==> src/rtl/w_port_arbiter.sv <==
// Round-robin, packet-granular arbiter sharing one async-FIFO write port
// among NUM_REQ write-domain requesters; every beat is gated on the full flag.
module w_port_arbiter #(
  parameter int  NUM_REQ    = 4,
  parameter int  DATA_WIDTH = 8,
  parameter int  CNT_WIDTH  = 16,
  localparam int IDX_WIDTH  = $clog2(NUM_REQ)
) (
  input  logic                          clk_w_i,
  input  logic                          rst_w_i,
  input  logic [NUM_REQ-1:0]            req_valid_i,
  input  logic [NUM_REQ-1:0]            req_last_i,
  input  logic [NUM_REQ*DATA_WIDTH-1:0] req_data_i,
  output logic [NUM_REQ-1:0]            req_ready_o,
  input  logic                          w_full_i,
  output logic                          w_en_o,
  output logic [DATA_WIDTH-1:0]         w_data_o,
  output logic                          grant_vld_o,
  output logic [IDX_WIDTH-1:0]          grant_idx_o,
  output logic [CNT_WIDTH-1:0]          pkt_cnt_o
);

  typedef enum logic {IDLE, BUSY} state_t;

  state_t                 state, state_next;
  logic [IDX_WIDTH-1:0]   last_idx, last_idx_next;
  logic [IDX_WIDTH-1:0]   grant_idx_next;
  logic                   grant_vld_next;
  logic [CNT_WIDTH-1:0]   pkt_cnt_next;
  logic [IDX_WIDTH-1:0]   arb_idx, cand;
  logic                   arb_hit;
  logic                   xfer;

  function automatic int wrap_add(input int base, input int off);
    int sum;
    sum = base + off;
    return (sum >= NUM_REQ) ? sum - NUM_REQ : sum;
  endfunction

  // Search downward in offset so the smallest offset from last_idx+1 wins last.
  always_comb begin
    arb_idx = '0;
    arb_hit = 1'b0;
    cand    = '0;
    for (int i = NUM_REQ; i >= 1; i--) begin
      cand = IDX_WIDTH'(wrap_add(int'(last_idx), i));
      if (req_valid_i[cand]) begin
        arb_idx = cand;
        arb_hit = 1'b1;
      end
    end
  end

  // NOTE: every output and next-state value gets a default first, so no path through the case leaves a latch.
  always_comb begin
    state_next     = state;
    grant_idx_next = grant_idx_o;
    grant_vld_next = grant_vld_o;
    last_idx_next  = last_idx;
    pkt_cnt_next   = pkt_cnt_o;
    xfer           = 1'b0;
    w_en_o         = 1'b0;
    req_ready_o    = '0;
    w_data_o       = req_data_i[grant_idx_o*DATA_WIDTH +: DATA_WIDTH];

    case (state)
      IDLE: begin
        if (arb_hit) begin
          grant_idx_next = arb_idx;
          grant_vld_next = 1'b1;
          state_next     = BUSY;
        end
      end
      BUSY: begin
        xfer        = req_valid_i[grant_idx_o] & ~w_full_i;
        w_en_o      = xfer;
        req_ready_o = w_full_i ? '0 : (NUM_REQ'(1) << grant_idx_o);
        if (xfer && req_last_i[grant_idx_o]) begin
          last_idx_next  = grant_idx_o;
          pkt_cnt_next   = pkt_cnt_o + CNT_WIDTH'(1);
          grant_vld_next = 1'b0;
          state_next     = IDLE;
        end
      end
      default: state_next = IDLE;
    endcase
  end

  // NOTE: state uses non-blocking assignments and a synchronous reset that overrides every other input.
  always_ff @(posedge clk_w_i) begin
    if (rst_w_i) begin
      state       <= IDLE;
      grant_vld_o <= 1'b0;
      grant_idx_o <= '0;
      last_idx    <= IDX_WIDTH'(NUM_REQ - 1);
      pkt_cnt_o   <= '0;
    end else begin
      state       <= state_next;
      grant_vld_o <= grant_vld_next;
      grant_idx_o <= grant_idx_next;
      last_idx    <= last_idx_next;
      pkt_cnt_o   <= pkt_cnt_next;
    end
  end

endmodule

==> config.mk <==
export PLATFORM = sky130hd
export DESIGN_NAME = w_port_arbiter
export DESIGN_NICKNAME = d
export VERILOG_FILES = /design/src/rtl/w_port_arbiter.sv
export SDC_FILE = /design/constraint.sdc
export NUM_CORES = 1
export LEC_CHECK = 0
export ABC_CLOCK_PERIOD_IN_PS = 2300
export BUFFER_PORTS_ARGS = -buffer_cell sky130_fd_sc_hd__buf_2
export CAP_MARGIN = 25
export CORE_ASPECT_RATIO = 1.5
export CORE_MARGIN = 8
export CORE_UTILIZATION = 45
export CTS_CLUSTER_DIAMETER = 150
export DETAILED_ROUTE_END_ITERATION = 16
export GPL_TIMING_DRIVEN = 0
export HOLD_SLACK_MARGIN = 0.05
export PLACE_DENSITY = 0.79
export SLEW_MARGIN = 20
export SYNTH_ARGS = -nofsm -noshare
export SYNTH_HDL_FRONTEND = slang
export SYNTH_SLANG_ARGS = --single-unit
==> constraint.sdc <==
create_clock -name clk_w_i -period 2.3 [get_ports clk_w_i]
set_input_delay 0.46 -clock clk_w_i [delete_from_list [all_inputs] [get_ports clk_w_i]]
set_output_delay 0.46 -clock clk_w_i [all_outputs]
set_load 0.1 [all_outputs]
After elaboration in Yosys (flattened, before gate mapping)
Index checks and enable logic that the tools add are counted.
{"block": "classes", "magnitude_cmp": 9, "n_reduce_logical": 4, "shift": 2, "n_eq_ne": 2, "bitwise": 3, "addsub": 9, "n_mux": 33}
{"op": "$shiftx 32x6->8", "n": 1}
{"op": "$add 16x1->16 const B", "n": 1}
{"op": "$mux 2", "n": 8}
{"op": "$lt 2x3->1 const B", "n": 5}
{"op": "$mux 1", "n": 15}
{"op": "$bmux 1 s2", "n": 6}
{"op": "$ge 3x3->1 const B", "n": 3}
{"op": "$mux 4", "n": 2}
{"op": "$sub 2x1->2 const B", "n": 4}
{"op": "$add 2x2->3 const B", "n": 2}
{"op": "$reduce_and 2->1", "n": 3}
{"op": "$add 2x3->4 const B", "n": 1}
{"op": "$ge 4x3->1 const B", "n": 1}
{"op": "$pmux 1 s2", "n": 2}
{"op": "$shl 1x2->4 const A", "n": 1}
{"op": "$add 2x1->3 const B", "n": 1}
{"op": "$ne 2x1->1 const B", "n": 1}
{"op": "$ne 2x2->1 const B", "n": 1}
{"op": "$not 1->1", "n": 2}
{"op": "$and 1x1->1", "n": 1}
{"op": "$logic_and 1x1->1", "n": 1}
{"block": "word_totals", "output_inout_bits": 32, "register_bits": 22, "elab_cells": 67, "inputBits": 43}

Depth between registers and ports, before layout
{"block": "logic_depth", "depth_word": 11, "ltp_mapped": 6, "mapped_depth_nobuf": 4}

Worst setup path before layout
Ideal clock, no wire load.
{"block": "synth_timing", "path_kind": "register to output", "startpoint": "reg grant_idx_o[0]", "endpoint": "out req_ready_o[1]", "required_ns": 1.840, "arrival_time_ns": 2.587, "path_buffers": 1, "slack_ns": -0.747, "stages_incl_launch_ff": 4, "cell_sequence": "dfxtp_1 > buf_4 > inv_2 > nor2_1"}
{"block": "synth_between", "elab_chain_cells": 3}
{"item": "start: declaration", "line_no": "19", "text": "output logic [IDX_WIDTH-1:0] grant_idx_o,"}
{"item": "start signal: assignment", "line_no": "100", "text": "grant_idx_o <= grant_idx_next;"}
{"item": "$shl 1x2->4", "line_no": "77", "text": "req_ready_o = w_full_i ? '0 : (NUM_REQ'(1) << grant_idx_o);"}
{"item": "$mux 4", "line_no": "77"}
{"item": "$mux 4", "line_no": "66", "text": "case (state)"}
{"item": "end: declaration", "line_no": "14", "text": "output logic [NUM_REQ-1:0] req_ready_o,"}
No other way between the ends.

Worst setup path in the final report
{"block": "layout_timing", "startpoint": "reg state", "endpoint": "out w_en_o"}
{"block": "layout_between", "elab_chain_cells": 1}
{"item": "start: declaration", "line_no": "25", "text": "state_t state, state_next;"}
{"item": "start signal: assignment", "line_no": "98", "text": "state <= state_next;"}
{"item": "$mux 1", "line_no": "66"}
{"item": "end: declaration", "line_no": "16", "text": "output logic w_en_o,"}
No other way between the ends.

==> results.cfg <==
[cts]
cts-root-buf = clkbuf_8
clk_pin_slew_ps = 90
cts_tree = done
h-tree-depth = 1
cts_setup_buffers = 0
cts_hold_buf = 0
cts.sinks = 22
clock_latency_ps = 270
cts_buffer_depth = 2
cts_buffers = 3

[synthesis]
syn_inst = 161
yosysWarnings = 0
yosysTopAreaCell = dfxtp_1
synth_edf_count = 0
ys.flop_type = dfxtp_1
synth.net_count = 205
synth_area_leaders = dfxtp_1 (30%), mux4_2 (15%), a21oi_1 (4.8%)
post-synth-top-count-cell = dfxtp_1
yosysSeqAreaShare_pct = 30.2
async_flop_share_pct = 0
synth_seq_cells = 22
ys_types = 43
syn_avg_cell_area_sq_um = 9.06
yosys.area.top_type_share_pct = 30.2
synth_common_cells = dfxtp_1 (22), a21oi_1 (14), nor2_1 (12)
syn-cell-area_sq_um = 1460

[timing]
final.setup.worst_slack_ps = 57.6
tightest_slew_ps = 489
finalHoldViolCount = 0
fmax_mhz = 446
rsz0062_at_grt = false
fin_crit_sh_pct = 97.5
setup_viol = 0
fin_tns_setup_ps = 0
slew_violations = 0
clock_skew_ps = 9.20
period_minus_slack_ps = 2240
maxSlewHeadroom_pct = 67.4

[worst_setup_path]
end_kind = primary output
critPathArrivalTime_ps = 1780
critPathKind = reg -> out
startpoint_type = register
crit_fanout = 10
critPathRequiredTime_ps = 1840
cp-startpoint = state$_SDFF_PP0_
endpoint = w_en_o
r2r_start = grant_idx_o[0]$_SDFFE_PP0P_
worst_r2r_endpoint = pkt_cnt_o[13]$_SDFFE_PP0P_
reg2reg_depth = 5
r2r_slack_ps = 230

[floorplanning]
die_x_um = 62.5
num_rows = 25
coreArea_sq_um = 3130
boundaryPins = 75
die_h_um = 85.7
start_util_pct = 46.6
die-area_sq_um = 5360

[place]
dpl_cell_area_sq_um = 1900
dp_slack_ps = 19.7
numPortBuffers = 73
gp_congestion = 0.869
dp_hpwl_mm = 3.79
dp_cells = 274

[global_routing]
grt_pass1_wl_mm = 8.00
grt-ovfl-total = 0
grt_start_max_net_pins = 14
grt_pass1_vias = 1650
grt_usage_pct = 17.8
antenna_found_initial = 0

[detailed_routing]
ant_nets = 0
vias = 1655
via_per_inst = 5.95
dr.pass1.iters = 4
first_iter_violations = 84
wire_per_inst_um = 17.3
wl_mm = 4.81
drc = 0

[pwr]
ir_drop_mv = 0.413
pwr_density_cell_nw_per_um2 = 596
total_power_mw = 1.19
p_leak_nw = 0.824

[cells_and_area]
area_growth_pct = 36.7
post_route_cells_drive_above_1_share_pct = 45.0
n_antenna_cell = 0
fillCellCount = 278
layout.cells.non_filler = 278
stdcell_area_sq_um = 1990
nNetsFinal = 283

[outcome]
status = completed

[worst_hold_path]
hold_class = reg -> reg

[job]
max_cap_viol_count = 0
## power breakdown
part / switching, mW / total, mW / internal, mW / leakage (nW)
sequential: 0.00798 / 0.397 / 0.389 / 0.181
clock: 0.134 / 0.367 / 0.233 / 0.0357
combinational: 0.302 / 0.424 / 0.122 / 0.607
total: 0.444 / 1.19 / 0.744 / 0.824
## stage by stage
| step | util (%) | hold slack, ps |
|---|---|---|
| after floorplan | - | 531 |
| after global placement | 60.7 | 474 |
| after detailed placement | 60.7 | 486 |
| after CTS | 63.5 | 498 |
| after global routing | 63.8 | 528 |
| final | 63.8 | 494 |
## state kept, by name, summed over array words and instances, names as in the netlist
signal / cells
pkt_cnt_o: 16
grant_idx_o: 2
last_idx: 2
grant_vld_o: 1
state: 1
## critical path: stages, from the launching register on
cell and delay [ps]:
dfxtp_1 430, or3b_4 450, o22a_4 220, buf_6 140, clkinvlp_4 60, buf_6 210
## layer usage
layer  wire length [um]  vias to the layer above  share of wire (%)  GRT usage (%)
met5                  0                        -                  0              0
met4                 57                        0                1.2           5.42
met3                412                        5                8.6           5.22
met2               2310                       85                 48           30.4
met1               2030                      775                 42           21.0
li1                   -                      790                  -              -
## kinds of logic after synthesis
group / share of synthesized area [%]
AOI/OAI and AO/OA: 17.3
adders and majority gates: 0.857
buffers and inverters: 4.80
DFF: 30.2
muxes: 19.9
and+or+nand+nor: 26.9
## layout by cell type, fill, tap and decap left out, types with 3 or more instances in the layout
| cell | synthesis | layout |
|---|---|---|
| or3_1 | 3 | 3 |
| buf_4 | 1 | 6 |
| mux2_1 | 4 | 4 |
| nand3_1 | 6 | 6 |
| dfxtp_2 | 0 | 4 |
| or4_1 | 9 | 9 |
| buf_6 | 1 | 3 |
| dfxtp_1 | 22 | 17 |
| nor4_1 | 4 | 4 |
| clkbuf_1 | 5 | 5 |
| buf_2 | 2 | 69 |
| a21oi_1 | 14 | 14 |
| nor2b_1 | 5 | 5 |
| clkbuf_8 | 0 | 3 |
| nand4_1 | 6 | 6 |
| mux4_2 | 10 | 10 |
| nor2_1 | 12 | 8 |
| nor2_2 | 0 | 4 |
| o31ai_1 | 9 | 9 |
| nand2_1 | 10 | 10 |
| o21ai_1 | 4 | 4 |
## worst min path at each step
| stage | from | slack, ps | end | depth (start not counted) |
|---|---|---|---|---|
| floorplan | last_idx[1]$_SDFFE_PP1P_ | 530 | last_idx[1]$_SDFFE_PP1P_ | 1 |
| global route | grant_vld_o$_SDFFE_PP0P_ | 530 | grant_vld_o$_SDFFE_PP0P_ | 2 |
| global placement | grant_vld_o$_SDFFE_PP0P_ | 470 | grant_vld_o$_SDFFE_PP0P_ | 2 |
| CTS | grant_vld_o$_SDFFE_PP0P_ | 500 | grant_vld_o$_SDFFE_PP0P_ | 2 |
| detailed placement | grant_vld_o$_SDFFE_PP0P_ | 490 | grant_vld_o$_SDFFE_PP0P_ | 2 |
| finish | grant_vld_o$_SDFFE_PP0P_ | 490 | grant_vld_o$_SDFFE_PP0P_ | 2 |
## final cells by class
class,instances,area [sq um],area share [%]
Clock buffer,3,41.3,2.07
Inverter,4,18.8,0.941
Buffer,11,62.6,3.14
Clock inverter,1,30.0,1.51
Tap cell,40,50.0,2.51
Timing Repair Buffer,73,384,19.3
Multi-Input combinational cell,124,958,48.1
Sequential cell,22,449,22.5
## what timing repair did
item	4_1_cts	5_1_grt
resized for setup	7	2
setup endpoints to repair	6	6
gates cloned	0	0
Note: power is estimated with default switching activity, not from simulation.
